## src/rtl/spi_cmd_sequencer.sv

```systemverilog
// spi_cmd_sequencer
//
// Turns the byte stream of one SS-framed SPI transaction into actions on
// the configuration memory and the ready-flag registers. A transaction is
// made of an instruction byte, an optional 16-bit address and then payload
// bytes.
//   0x01 WRITE      : address, then a burst of data bytes (auto-increment)
//   0x02 READ       : address, then dummy bytes; memory bytes go to tx_data
//   0x03 SET_CLKDIV : one byte, bit0 -> clk_div_ready
//   0x04 SET_SPIKE  : one byte, bit0 -> input_spike_ready
//   0x05 SET_DEBUG  : one byte, bit0 -> debug_config_ready
// Illegal opcodes and addresses >= MEM_DEPTH raise the sticky cmd_error.
//
// Ports
//   SCLK, RESET         : SPI clock (posedge), async active-high reset
//   SS                  : slave select, active low
//   rx_data, rx_valid   : received byte and its one-cycle valid pulse
//   tx_data             : byte shifted out on the next byte slot
//   mem_addr/wdata/we   : memory write port and shared address
//   mem_rdata           : combinational memory read data at mem_addr
//   *_ready             : ready flags
//   cmd_error           : sticky command error
//   busy                : high while a transaction is being parsed

module spi_cmd_sequencer #(
  parameter int ADDR_W    = 8,
  parameter int MEM_DEPTH = 162
) (
  input  logic              SCLK,
  input  logic              RESET,
  input  logic              SS,
  input  logic [7:0]        rx_data,
  input  logic              rx_valid,
  output logic [7:0]        tx_data,
  output logic [ADDR_W-1:0] mem_addr,
  output logic [7:0]        mem_wdata,
  output logic              mem_we,
  input  logic [7:0]        mem_rdata,
  output logic              clk_div_ready,
  output logic              input_spike_ready,
  output logic              debug_config_ready,
  output logic              cmd_error,
  output logic              busy
);

  typedef enum logic [2:0] {
    IDLE,
    ADDR_MSB,
    ADDR_LSB,
    WDATA,
    RDATA,
    FLAG,
    DRAIN
  } state_t;

  localparam logic [7:0]  OP_WRITE   = 8'h01;
  localparam logic [7:0]  OP_READ    = 8'h02;
  localparam logic [7:0]  OP_CLKDIV  = 8'h03;
  localparam logic [7:0]  OP_SPIKE   = 8'h04;
  localparam logic [7:0]  OP_DEBUG   = 8'h05;
  localparam logic [15:0] DEPTH16    = 16'(MEM_DEPTH);
  localparam logic [15:0] LAST_ADDR  = 16'(MEM_DEPTH - 1);

  state_t            state, state_n;
  logic [7:0]        opcode, opcode_n;
  logic [15:0]       addr, addr_n;
  logic [15:0]       addr_inc;
  logic [15:0]       full_addr;
  logic [ADDR_W-1:0] wr_addr, wr_addr_n;
  logic [7:0]        tx_q;
  logic              we_n;
  logic [7:0]        wdata_n;
  logic              clk_n, spk_n, dbg_n, err_n;

  // Address auto-increment wraps from the last valid location back to 0.
  assign addr_inc  = (addr == LAST_ADDR) ? 16'd0 : addr + 16'd1;
  assign full_addr = {addr[15:8], rx_data};

  // State register.
  always_ff @(posedge SCLK or posedge RESET) begin
    if (RESET) begin
      state <= IDLE;
    end else begin
      state <= state_n;
    end
  end

  // Datapath registers. tx_q samples the memory every cycle so that during
  // a read burst it follows the current address with one cycle of latency.
  always_ff @(posedge SCLK or posedge RESET) begin
    if (RESET) begin
      opcode             <= 8'h00;
      addr               <= 16'h0000;
      wr_addr            <= '0;
      tx_q               <= 8'h00;
      mem_we             <= 1'b0;
      mem_wdata          <= 8'h00;
      clk_div_ready      <= 1'b0;
      input_spike_ready  <= 1'b0;
      debug_config_ready <= 1'b0;
      cmd_error          <= 1'b0;
    end else begin
      opcode             <= opcode_n;
      addr               <= addr_n;
      wr_addr            <= wr_addr_n;
      tx_q               <= mem_rdata;
      mem_we             <= we_n;
      mem_wdata          <= wdata_n;
      clk_div_ready      <= clk_n;
      input_spike_ready  <= spk_n;
      debug_config_ready <= dbg_n;
      cmd_error          <= err_n;
    end
  end

  // Next-state and next-value logic. SS high always wins: the parser goes
  // back to IDLE and no write strobe is issued, but flags and cmd_error
  // are left untouched.
  always_comb begin
    state_n   = state;
    opcode_n  = opcode;
    addr_n    = addr;
    wr_addr_n = wr_addr;
    we_n      = 1'b0;
    wdata_n   = mem_wdata;
    clk_n     = clk_div_ready;
    spk_n     = input_spike_ready;
    dbg_n     = debug_config_ready;
    err_n     = cmd_error;

    if (SS) begin
      state_n = IDLE;
    end else if (rx_valid) begin
      case (state)
        IDLE: begin
          opcode_n = rx_data;
          err_n    = 1'b0;
          case (rx_data)
            OP_WRITE, OP_READ:             state_n = ADDR_MSB;
            OP_CLKDIV, OP_SPIKE, OP_DEBUG: state_n = FLAG;
            default: begin
              err_n   = 1'b1;
              state_n = DRAIN;
            end
          endcase
        end
        ADDR_MSB: begin
          addr_n[15:8] = rx_data;
          state_n      = ADDR_LSB;
        end
        ADDR_LSB: begin
          addr_n = full_addr;
          if (full_addr >= DEPTH16) begin
            err_n   = 1'b1;
            state_n = DRAIN;
          end else if (opcode == OP_WRITE) begin
            state_n = WDATA;
          end else begin
            state_n = RDATA;
          end
        end
        WDATA: begin
          // The write address is captured separately because addr moves
          // on in the same edge that schedules the strobe.
          we_n      = 1'b1;
          wdata_n   = rx_data;
          wr_addr_n = addr[ADDR_W-1:0];
          addr_n    = addr_inc;
        end
        RDATA: begin
          addr_n = addr_inc;
        end
        FLAG: begin
          case (opcode)
            OP_CLKDIV: clk_n = rx_data[0];
            OP_SPIKE:  spk_n = rx_data[0];
            OP_DEBUG:  dbg_n = rx_data[0];
            default:   ;
          endcase
          state_n = DRAIN;
        end
        DRAIN: begin
          state_n = DRAIN;
        end
        default: begin
          state_n = IDLE;
        end
      endcase
    end
  end

  assign busy     = (state != IDLE);
  assign mem_addr = mem_we ? wr_addr : addr[ADDR_W-1:0];
  assign tx_data  = (state == RDATA) ? tx_q
                  : {cmd_error, busy, debug_config_ready, input_spike_ready,
                     clk_div_ready, 3'b000};

endmodule

```

## config.mk

```make
export PLATFORM = sky130hd
export DESIGN_NAME = spi_cmd_sequencer
export DESIGN_NICKNAME = d
export VERILOG_FILES = /design/src/rtl/spi_cmd_sequencer.sv
export SDC_FILE = /design/constraint.sdc
export NUM_CORES = 1
export LEC_CHECK = 0
export BUFFER_PORTS_ARGS = -buffer_cell sky130_fd_sc_hd__buf_2
export CAP_MARGIN = 10
export CELL_PAD_IN_SITES_DETAIL_PLACEMENT = 1
export CELL_PAD_IN_SITES_GLOBAL_PLACEMENT = 1
export CORE_UTILIZATION = 43
export DETAILED_ROUTE_END_ITERATION = 16
export GPL_ROUTABILITY_DRIVEN = 0
export PLACE_DENSITY = 0.85
export SLEW_MARGIN = 20
export SYNTH_ARGS = -nofsm -noshare
export SYNTH_HDL_FRONTEND = slang
export SYNTH_SLANG_ARGS = --single-unit
```

## constraint.sdc

```tcl
create_clock -name SCLK -period 2.54 [get_ports SCLK]
set_input_delay 0.381 -clock SCLK [delete_from_list [all_inputs] [get_ports SCLK]]
set_output_delay 0.381 -clock SCLK [all_outputs]
set_load 0.02 [all_outputs]
```

After elaboration in Yosys (flattened, before gate mapping)

Cells that the tools add are included.

Flip-flop bits (word level): 56
Output and inout port bits: 30
Word-level logic and storage cells: 70

Add/sub/neg operators: 1
$lt $le $gt $ge: 1
Equal/unequal tests: 18
Multiplexer cells: 17
Bitwise gates (word level): 1
Reduce and logical (&&, ||, !) cells: 20

Operators by type and width:

| operator              | count |
|---|---|
| $eq 8x3->1 const B    | 4 |
| $pmux 8 s2            | 2 |
| $eq 8x2->1 const B    | 3 |
| $add 16x1->16 const B | 1 |
| $eq 16x8->1 const B   | 1 |
| $eq 8x1->1 const B    | 2 |
| $ge 16x8->1 const B   | 1 |
| $mux 16               | 1 |
| $mux 8                | 2 |
| $reduce_and 4->1      | 4 |
| $pmux 3 s5            | 1 |
| $mux 3                | 4 |
| $reduce_and 3->1      | 4 |
| $eq 3x3->1 const B    | 3 |
| $reduce_bool 2->1     | 4 |
| $eq 3x2->1 const B    | 2 |
| $pmux 3 s2            | 1 |
| $reduce_or 2->1       | 3 |
| $mux 1                | 5 |
| $reduce_or 5->1       | 1 |
| $eq 3x1->1 const B    | 1 |
| $logic_not 3->1       | 1 |
| $reduce_bool 3->1     | 1 |
| $reduce_or 3->1       | 1 |
| other kinds (5)       | 5 |

Depth between registers and ports, before layout

Gate-level depths: netlist of run 1.

Word-level depth: 6
Mapped depth: 8
Mapped depth without buffers: 7

Worst setup path after synthesis of run 1

Ideal clock, no wire load.

Kind: reg2reg
From: reg state[0]
To: reg addr[5]
Setup time: 0.083 ns
Arrival: 1.862 ns
Data required time: 2.457 ns
Path slack: 0.595 ns
Stages on the path, launching flop included: 9
Clock period less this slack: 1.945 ns
Cell sequence: dfrtp_1 or3b_1 buf_2 o21a_1 buf_6 a41o_1 buf_6 o31a_1 o22ai_1

Word-level cells in the longest chain between the ends: 4
Elaborated cells on any way between the ends: 7
Those cells by class: eq/ne (3); mux (1); reduce/logical (3)

RTL lines:

| item                                            | RTL line | source |
|---|---|---|
| start: declaration                              | 64       | `state_t state, state_n;` |
| start signal: assignment                        | 84       | `state <= state_n;` |
| $eq 3x3->1 / $eq 3x2->1 (equally long branches) | 134      | `case (state)` |
| $reduce_or 2->1 (no line)                       | -        |  |
| $reduce_bool 2->1 (no line)                     | -        |  |
| $reduce_and 3->1 (no line)                      | -        |  |
| end signal: assignment                          | 104      | `addr <= addr_n;` |
| end: declaration                                | 66       | `logic [15:0] addr, addr_n;` |

Parallel ways exist; a longest one is shown, timed or not.
A chain may end at the register's enable or synchronous reset.

Worst setup path after layout of run 1

From: reg addr[11]
To: reg addr[2]

Word-level cells in the longest chain between the ends: 3

RTL lines:

| item        | RTL line | source |
|---|---|---|
| $eq 16x8->1 | 76       | `assign addr_inc = (addr == LAST_ADDR) ? 16'd0 : addr + 16'd1;` |
| $mux 16     | 76       |  |
| $pmux 8 s2  | 134      |  |

No other way between the ends.

==> results of run 1 <==
## registers in the layout, summed over array words and instances (netlist names)
signal / flops
wr_addr: 8
mem_we: 1
mem_wdata: 8
debug_config_ready: 1
cmd_error: 1
clk_div_ready: 1
opcode: 8
addr: 16
tx_q: 8
input_spike_ready: 1
state: 3
## synth_stat cells (all sizes together), types with 2 or more instances
cell and count:
dfrtp 56, nand2 50, mux2 26, inv 15, o21ai 15, a21oi 14
nor2 12, clkbuf 9, o22ai 9, o31a 8, and3 7, nand3 7
nor2b 6, nor3 6, buf 5, nand4 5, or4 3, a22o 2
a31oi 2, a41oi 2, and4 2, ha 2, nand2b 2, nor4 2
o21a 2, o31ai 2, o41ai 2
## per-layer routing
| layer | routed length, microns | global-route usage | vias up |
|---|---|---|---|
| li1 | - | - | 1154 |
| met1 | 3253 | 0.2990 | 1243 |
| met2 | 4130 | 0.4322 | 45 |
| met3 | 257 | 0.03181 | 9 |
| met4 | 110 | 0.05956 | 0 |
| met5 | 0 | 0 | - |
## logic make-up after synthesis
group / after synthesis / synth area share
and+or+nand+nor: 108 / 0.1846
AOI/OAI and AO/OA: 69 / 0.1635
DFF: 56 / 0.4923
buffers and inverters: 29 / 0.04483
muxes: 26 / 0.1029
adders and majority gates: 2 / 0.008790
xor gates and xnor gates: 1 / 0.003077
## worst max path at each step
stage,slack (ns),startpoint,cells past startpoint,to
6_report,0.28,addr[11],5,addr[2]
5_1_grt,0.11,addr[11],6,addr[9]
4_1_cts,0.21,addr[11],6,addr[9]
3_5_place_dp,0.27,addr[11],6,addr[9]
3_3_place_gp,0.36,addr[11],6,addr[9]
2_1_floorplan,0.59,state[0],8,addr[5]
## power by group through the flow
stage / Combinational (uW) / Sequential (uW) / Clock, uW
finish: 809 / 1300 / 601
global route: 902 / 1330 / 640
CTS: 808 / 1290 / 616
detailed placement: 801 / 1310 / 0
global placement: 766 / 1290 / 0
floorplan: 588 / 1220 / 0
## per-stage QoR
stage / worst slack [ns] / utilization / power (uW) / area (sq um)
final: 0.2833 / 0.5196 / 2707 / 3318
after global routing: 0.1076 / 0.5196 / 2876 / 3318
after global placement: 0.3559 / 0.5010 / 2052 / 3199
after detailed placement: 0.2673 / 0.5010 / 2108 / 3199
after floorplan: 0.5947 / - / 1812 / 2846
after CTS: 0.2071 / 0.5184 / 2716 / 3311
## final cells by class
class,count,area share
Clock buffer,6,0.02187
Clock inverter,2,0.01169
Multi-Input combinational cell,206,0.3993
Inverter,15,0.01697
Tap cell,77,0.02903
Sequential cell,56,0.4223
Timing Repair Buffer,60,0.09879
## cells in the final DEF, fill, tap and decap left out, types with 3 or more instances in the layout
master,count
dfrtp_1,56
nand2_1,50
buf_2,49
mux2_2,26
inv_1,14
a21oi_1,14
o21ai_0,13
nor2_1,11
buf_4,11
o22ai_1,9
o31a_1,8
nand3_1,7
and3_1,7
nor2b_1,6
nor3_1,6
nand4_1,5
clkbuf_8,5
or4_1,3
==> results_dict.tcl, run 1 <==
set metrics [dict create \
    ff2ff_path_depth 5 \
    r2r_start "addr[11]" \
    core_sq_um 6386 \
    cts_tree "yes" \
    synth_nets 313 \
    reg2reg_to "addr[2]" \
    pwr-share-seq 0.479 \
    n_fill_cell 764 \
    power_switching_uw 1031 \
    max_clock_freq_mhz 443.1 \
    drt_iter0_drc 103 \
    hpwl_microns 5784 \
    p_int_uw 1676 \
    gr-total-overflow 0 \
    wl_per_cell_microns 18.37 \
    setup_viol 0 \
    timing.final.crit_share 0.8885 \
    cts_sinks 56 \
    switching_share 0.3809 \
    syn-cell-area_sq_um 2846 \
    grt_pass1_vias 2671 \
    clockBufferDepth 2 \
    die_h_microns 83.36 \
    ios 50 \
    hold_viol 0 \
    drt-total-wl_microns 7751 \
    ctsHoldBuffers 0 \
    critPathCaptureType "flip-flop" \
    crit_chain "or4_1, nor2_1, a41o_1, o21ai_0, a22o_1" \
    track_usage 0.2386 \
    drv_cap 0 \
    drc_errors 0 \
    worstMarginPinSlew_ns 1.083 \
    worstSetupPathType "reg -> reg" \
    antenna_found_initial 0 \
    root_buffer "clkbuf_8" \
    clk_pin_slew_ns 0.10 \
    die_area_sq_um 6949 \
    hold_slack_ns 0.08873 \
    power.density_nw_per_um2 815.9 \
    h-tree-depth 2 \
    firstDrtPassIters 4 \
    drive_above_1_share 0.2783 \
    seqCellArea_sq_um 1401 \
    die_width_microns 83.36 \
    setup_tns_ns 0 \
    multi_input_area_sq_um 1325 \
    synthArstFlopShare 1.000 \
    synth.distinct_cells 48 \
    status "finished clean" \
    vias_per_cell 5.808 \
    critPathTopFamily "compound AO/OA/AOI/OAI gates" \
    post-route-min-period_ns 2.257 \
    start_util 0.4457 \
    drv_slew 0 \
    yosysTopAreaCell "dfrtp_1" \
    placed_cells 414 \
    ys_ff_latch 56 \
    via_count 2451 \
    synth_seq_area_share 0.4923 \
    area_growth_pct 16.57 \
    critPathMaxFanout 12 \
    combPwrFrac 0.299 \
    clk_latency_ns 0.31 \
    hold_class "in -> async" \
    drt.antenna.violating_nets 0 \
    ys.flop_type "dfrtp_1" \
    synthTopCellsByArea "dfrtp_1, mux2_2, nand2_1" \
    grt_pass1_wl_microns 13220 \
    cp_slowest_stage_delay_ns 0.52 \
    slew_headroom 0.2733 \
    p_clk_frac 0.222 \
    cp.buffers_inverters 0 \
    slowest_stage "or4_1" \
    clock_skew_ns 0.008219 \
    ir_drop_mv 0.4285 \
    grt_max_degree 25 \
    nNetsFinal 366 \
    syn_area_per_cell_sq_um 9.782 \
    stdcell_count 422 \
    yosysWarnings 0 \
    critPathRequiredTime_ns 2.74 \
    syn_inst 291 \
    cts_resized 0 \
    rows 29 \
    synth-edff-count 0 \
    r2r_slack_ns 0.28 \
    rsz0062_at_grt "no" \
    diodes 0 \
    p_leak_uw 0.001606 \
    synth_top_area_share 0.4923 \
    portBuffers 49 \
    numCtsBuffers 5 \
    post-cts-setup-buffers 0 \
    crit_arrival_ns 2.46 \
    crit_path_start_kind "flip-flop" \
]
No activity file was read; power rests on OpenSTA's default activity.
==> inputs of run 2 (changes only) <==
Settings changed: ABC_CLOCK_PERIOD_IN_PS set to 2540, CORE_ASPECT_RATIO set to 1.25.
==> run 2 against run 1 <==
Power fell by 3.3%. Largest cell class unchanged. Sequential share of layout area rose by 0.30 points. Combinational power fell by 2.7%. Critical path depth rose by 1. Cell count rose by 1.4%.
==> results_dict.tcl, run 2 (same netlist as run 1, synthesis figures left out) <==
set metrics [dict create \
    critPathMaxFanout 11 \
    hold_viol 0 \
    cts_tree "yes" \
    h-tree-depth 2 \
    hold_class "in -> reg" \
    drive_above_1_share 0.2770 \
    nNetsFinal 364 \
    gr-total-overflow 0 \
    power_switching_uw 1022 \
    cts_resized 0 \
    vias_per_cell 5.673 \
    multi_input_area_sq_um 1321 \
    crit_arrival_ns 2.53 \
    clk_pin_slew_ns 0.10 \
    grt_max_degree 57 \
    combPwrFrac 0.301 \
    ctsHoldBuffers 0 \
    max_clock_freq_mhz 436.0 \
    ios 50 \
    worstSetupPathType "reg -> reg" \
    status "finished clean" \
    root_buffer "clkbuf_8" \
    drt_iter0_drc 144 \
    critPathCaptureType "flip-flop" \
    start_util 0.4528 \
    via_count 2428 \
    p_leak_uw 0.001592 \
    dr_wl_met2_microns 3872 \
    core_sq_um 6286 \
    most-common-layout-cells "dfrtp_1, nand2_1, buf_2, mux2_2" \
    die_width_microns 74.77 \
    clock_skew_ns 0.009136 \
    cts_sinks 56 \
    n_fill_cell 763 \
    firstDrtPassIters 4 \
    rows 32 \
    worstMarginPinSlew_ns 0.7764 \
    antenna_found_initial 0 \
    ir_drop_mv 0.3886 \
    clockBufferDepth 2 \
    slew_headroom 0.4789 \
    die_area_sq_um 6951 \
    placed_cell_area_sq_um 3194 \
    critPathRequiredTime_ns 2.78 \
    track_usage 0.2251 \
    drt-total-wl_microns 7346 \
    wl_met3_microns 191 \
    drc_errors 0 \
    regMostFlops "addr" \
    wl_per_cell_microns 17.16 \
    timing.final.crit_share 0.9031 \
    numCtsBuffers 5 \
    power.density_nw_per_um2 794.5 \
    clk_latency_ns 0.31 \
    seqCellArea_sq_um 1401 \
    p_clk_frac 0.200 \
    highest-signal-layer "met4" \
    diodes 0 \
    post-cts-setup-buffers 0 \
    drv_slew 0 \
    switching_share 0.3904 \
    portBuffers 49 \
    die_h_microns 92.97 \
    grt_pass1_vias 2417 \
    largest_register_ffs 16 \
    drv_cap 0 \
    setup_tns_ns 0 \
    setup_viol 0 \
    final_common_cell "dfrtp_1" \
    met1Wirelength_microns 3132 \
    hpwl_microns 5291 \
    area_growth_pct 15.74 \
    finalInstanceArea_sq_um 3294 \
    rsz0062_at_grt "no" \
    crit_path_start_kind "flip-flop" \
    pwr-share-seq 0.500 \
    grt_pass1_wl_microns 11850 \
    p_int_uw 1595 \
    drt.antenna.violating_nets 0 \
    post-route-min-period_ns 2.294 \
]
[run 2: changes by cell type in the layout (fill, tap and decap cells not counted)]
cell and delta:
buf_4 -2, a41oi_1 +1, a41oi_2 -1, bufinv_16 -1
clkbuf_1 -1, clkbuf_8 +1, clkinv_2 +1, o21ai_1 -1
o21ai_2 +1
[run 2: per-layer routing]
metal / vias to the layer above / track usage
li1: 1151 / -
met1: 1215 / 0.2832
met2: 47 / 0.3844
met3: 15 / 0.03373
met4: 0 / 0.07862
met5: - / 0
[run 2: final cells by class]
cell class | instances | area share
Sequential cell | 56 | 0.4254
Multi-Input combinational cell | 206 | 0.4011
Timing Repair Buffer | 58 | 0.09495
Tap cell | 85 | 0.03228
Clock buffer | 6 | 0.02507
Inverter | 15 | 0.01709
Clock inverter | 2 | 0.004178
[run 2: power by group through the flow]
stage / registers [uW] / clock network [uW] / logic [uW]
floorplan: 1220 / 0 / 588
global placement: 1300 / 0 / 755
detailed placement: 1320 / 0 / 782
CTS: 1300 / 540 / 791
global route: 1340 / 570 / 865
finish: 1310 / 523 / 787
[run 2: final timing paths]
| kind | slack [ns] | startpoint | depth (start not counted) | end |
|---|---|---|---|---|
| min in group asynchronous | 0.25 | RESET | 3 | mem_wdata[2] |
| max | 0.25 | state[2] | 6 | addr[8] |
| min | 0.17 | mem_rdata[4] | 1 | tx_q[4] |
| max in group asynchronous | 1.80 | RESET | 3 | addr[3] |
| min reg2reg | 0.49 | opcode[5] | 2 | opcode[5] |
| max reg2reg | 0.25 | state[2] | 6 | addr[8] |
[run 2: metrics by stage]
stage                       util  hold slack [ns]  setup WS [ns]  power (uW)  std cells
after floorplan                -           0.4124         0.5947        1812        291
after global placement    0.5082           0.4632         0.3488        2054        420
after detailed placement  0.5082           0.4690         0.2629        2099        420
after CTS                 0.5235           0.1573         0.2422        2633        428
after global routing      0.5241           0.1473        0.07747        2774        428
final                     0.5241           0.1668         0.2462        2617        428
[run 2: critical path, cell delays in order (launching register included)]
cell     delay [ns]
dfrtp_1        0.52
or3b_1         0.51
o21a_1         0.19
a41oi_1        0.51
buf_4          0.24
a21oi_1        0.07
o22ai_1        0.17
==> inputs of run 3 (changes only) <==
Settings changed: ABC_AREA set to 1, CORE_UTILIZATION 43 to 41, PLACE_DENSITY 0.85 to 0.84.
==> run 3 against run 2 <==
Sequential power is essentially flat. Cell count grew 36%. Fmax grew 17%. Wire length grew 19%. Power grew 24%. Via count grew 23%. Die area grew 19%. Utilization shrank 3.9 points. Global-route usage grew 1.1 points. Hold slack lost 0.14 ns. Synthesized cell count grew 51%. Non-clock buffer count shrank 7. Largest power group unchanged.
==> results_dict.tcl, run 3 <==
set metrics [dict create \
    numCtsBuffers 5 \
    portBuffers 49 \
    ys_top_cells_by_count "nand2_1, dfrtp_1, nor2_1, inv_1, nand3_1" \
    critPathCaptureType "output port" \
    hold_class "in -> async" \
    r2r_slack_ns 0.80 \
    yosysWarnings 0 \
    synth_nets 460 \
    clk_pin_slew_ns 0.11 \
    grt_pass1_vias 3106 \
    yosysMostFrequentCell "nand2_1" \
    regMostFlops "addr" \
    drt-total-wl_microns 8738 \
    start_util 0.4319 \
    area_growth_pct 12.38 \
    core_sq_um 7532 \
    clk_latency_ns 0.32 \
    post-cts-setup-buffers 0 \
    post-route-min-period_ns 1.956 \
    worstSetupPathType "reg -> out" \
    rows 35 \
    power.density_nw_per_um2 885.2 \
    cts_tree "yes" \
    r2r_start "state[0]" \
    wl_per_cell_microns 15.07 \
    syn_inst 438 \
    reg2reg_to "opcode[1]" \
    rsz0062_at_grt "no" \
    yosysTopAreaCell "dfrtp_1" \
    synth_top_area_share 0.4308 \
    antenna_found_initial 0 \
    max_clock_freq_mhz 511.2 \
    worstMarginPinSlew_ns 0.5539 \
    cts_resized 0 \
    power_uw 3236 \
    h-tree-depth 2 \
    hold_slack_ns 0.02475 \
    status "finished clean" \
    ys.flop_type "dfrtp_1" \
    clockBufferDepth 2 \
    crit_path_start_kind "flip-flop" \
    vias_per_cell 5.140 \
    nNetsFinal 509 \
    synthArstFlopShare 1.000 \
    final_common_cell "nand2_1" \
    drc_errors 0 \
    ctsHoldBuffers 0 \
    p_leak_uw 0.001931 \
    die_width_microns 81.67 \
    slew_headroom 0.6302 \
    ys_ff_latch 56 \
    most-common-layout-cells "nand2_1, dfrtp_1, nor2_1, inv_1, buf_2" \
    synth-edff-count 0 \
    die_h_microns 101.6 \
    synth.distinct_cells 33 \
    ff2ff_path_depth 6 \
    hpwl_microns 6820 \
    timing.final.crit_share 0.7701 \
    via_count 2981 \
    crit_arrival_ns 1.58 \
    clock_skew_ns 0.01021 \
    drv_slew 0 \
    grt_pass1_wl_microns 14810 \
    drive_above_1_share 0.2049 \
    setup_tns_ns 0 \
    setup_viol 0 \
    track_usage 0.2362 \
    ir_drop_mv 0.4103 \
    syn_area_per_cell_sq_um 7.427 \
    grt_max_degree 33 \
    critPathMaxFanout 7 \
    die_area_sq_um 8297 \
    largest_register_ffs 16 \
    synth_seq_area_share 0.4308 \
    gr-total-overflow 0 \
    syn-cell-area_sq_um 3253 \
    drt.antenna.violating_nets 0 \
    cts_sinks 56 \
    drt_iter0_drc 114 \
    ios 50 \
    root_buffer "clkbuf_8" \
    diodes 0 \
    critPathRequiredTime_ns 2.16 \
    firstDrtPassIters 4 \
    drv_cap 0 \
    synthTopCellsByArea "dfrtp_1, nand2_1, nor2_1" \
    hold_viol 0 \
]
## run 3: how the worst max path moves through the flow
stage                     startpoint        end  slack [ns]
final                       state[0]       busy        0.58
after global placement      state[0]  cmd_error        0.87
after detailed placement    state[0]  opcode[1]        0.81
after global routing        state[0]       busy        0.50
after CTS                   state[0]       busy        0.56
after floorplan                RESET    addr[0]        0.79
## run 3: routing by layer
layer  up-vias  part of all wire  track usage
met5         -                 0            0
met4         0             0.025      0.08232
met3        17             0.025      0.02703
met2        53              0.53       0.4340
met1      1432              0.42       0.2792
li1       1479                 -            -
## run 3: layout make-up
cell class | count | area (sq um)
fillers | 1004 | 3876
multi-input cells | 316 | 1549
flip-flops and latches | 56 | 1401
repair buffers | 51 | 260.3
inverters | 57 | 219.0
well taps | 92 | 115.1
clock buffers | 6 | 72.57
clock inverters | 2 | 38.79
## run 3: critical path, stage by stage, from the launching register on
cell and delay [ns]:
dfrtp_1 0.48, inv_2 0.12, nand2_2 0.10, nor2_1 0.33, inv_1 0.07, buf_2 0.17
## run 3: kinds of logic after synthesis
kind of cell	Yosys count	share of synthesized area
AO/OA/AOI/OAI	69	0.1369
AND/OR/NAND/NOR	244	0.3288
flip-flops	56	0.4308
adder cells (fa/ha/maj)	2	0.007691
XOR/XNOR	1	0.002693
buffers and inverters	66	0.09307
## run 3: power breakdown
group          internal, uW  switching (uW)  total (uW)
Combinational           428             853        1280
Sequential             1100             247        1340
Clock                   299             311         610
Total                  1830            1410        3240
## run 3: through the flow
stage          std cells  cell area [sq um]  setup slack [ns]    util
4_1_cts              580               3656            0.5633  0.4854
5_1_grt              580               3656            0.4999  0.4854
3_3_place_gp         572               3545            0.8681  0.4706
6_report             580               3656            0.5840  0.4854
3_5_place_dp         572               3545            0.8127  0.4706
2_1_floorplan        438               3253            0.7877       -
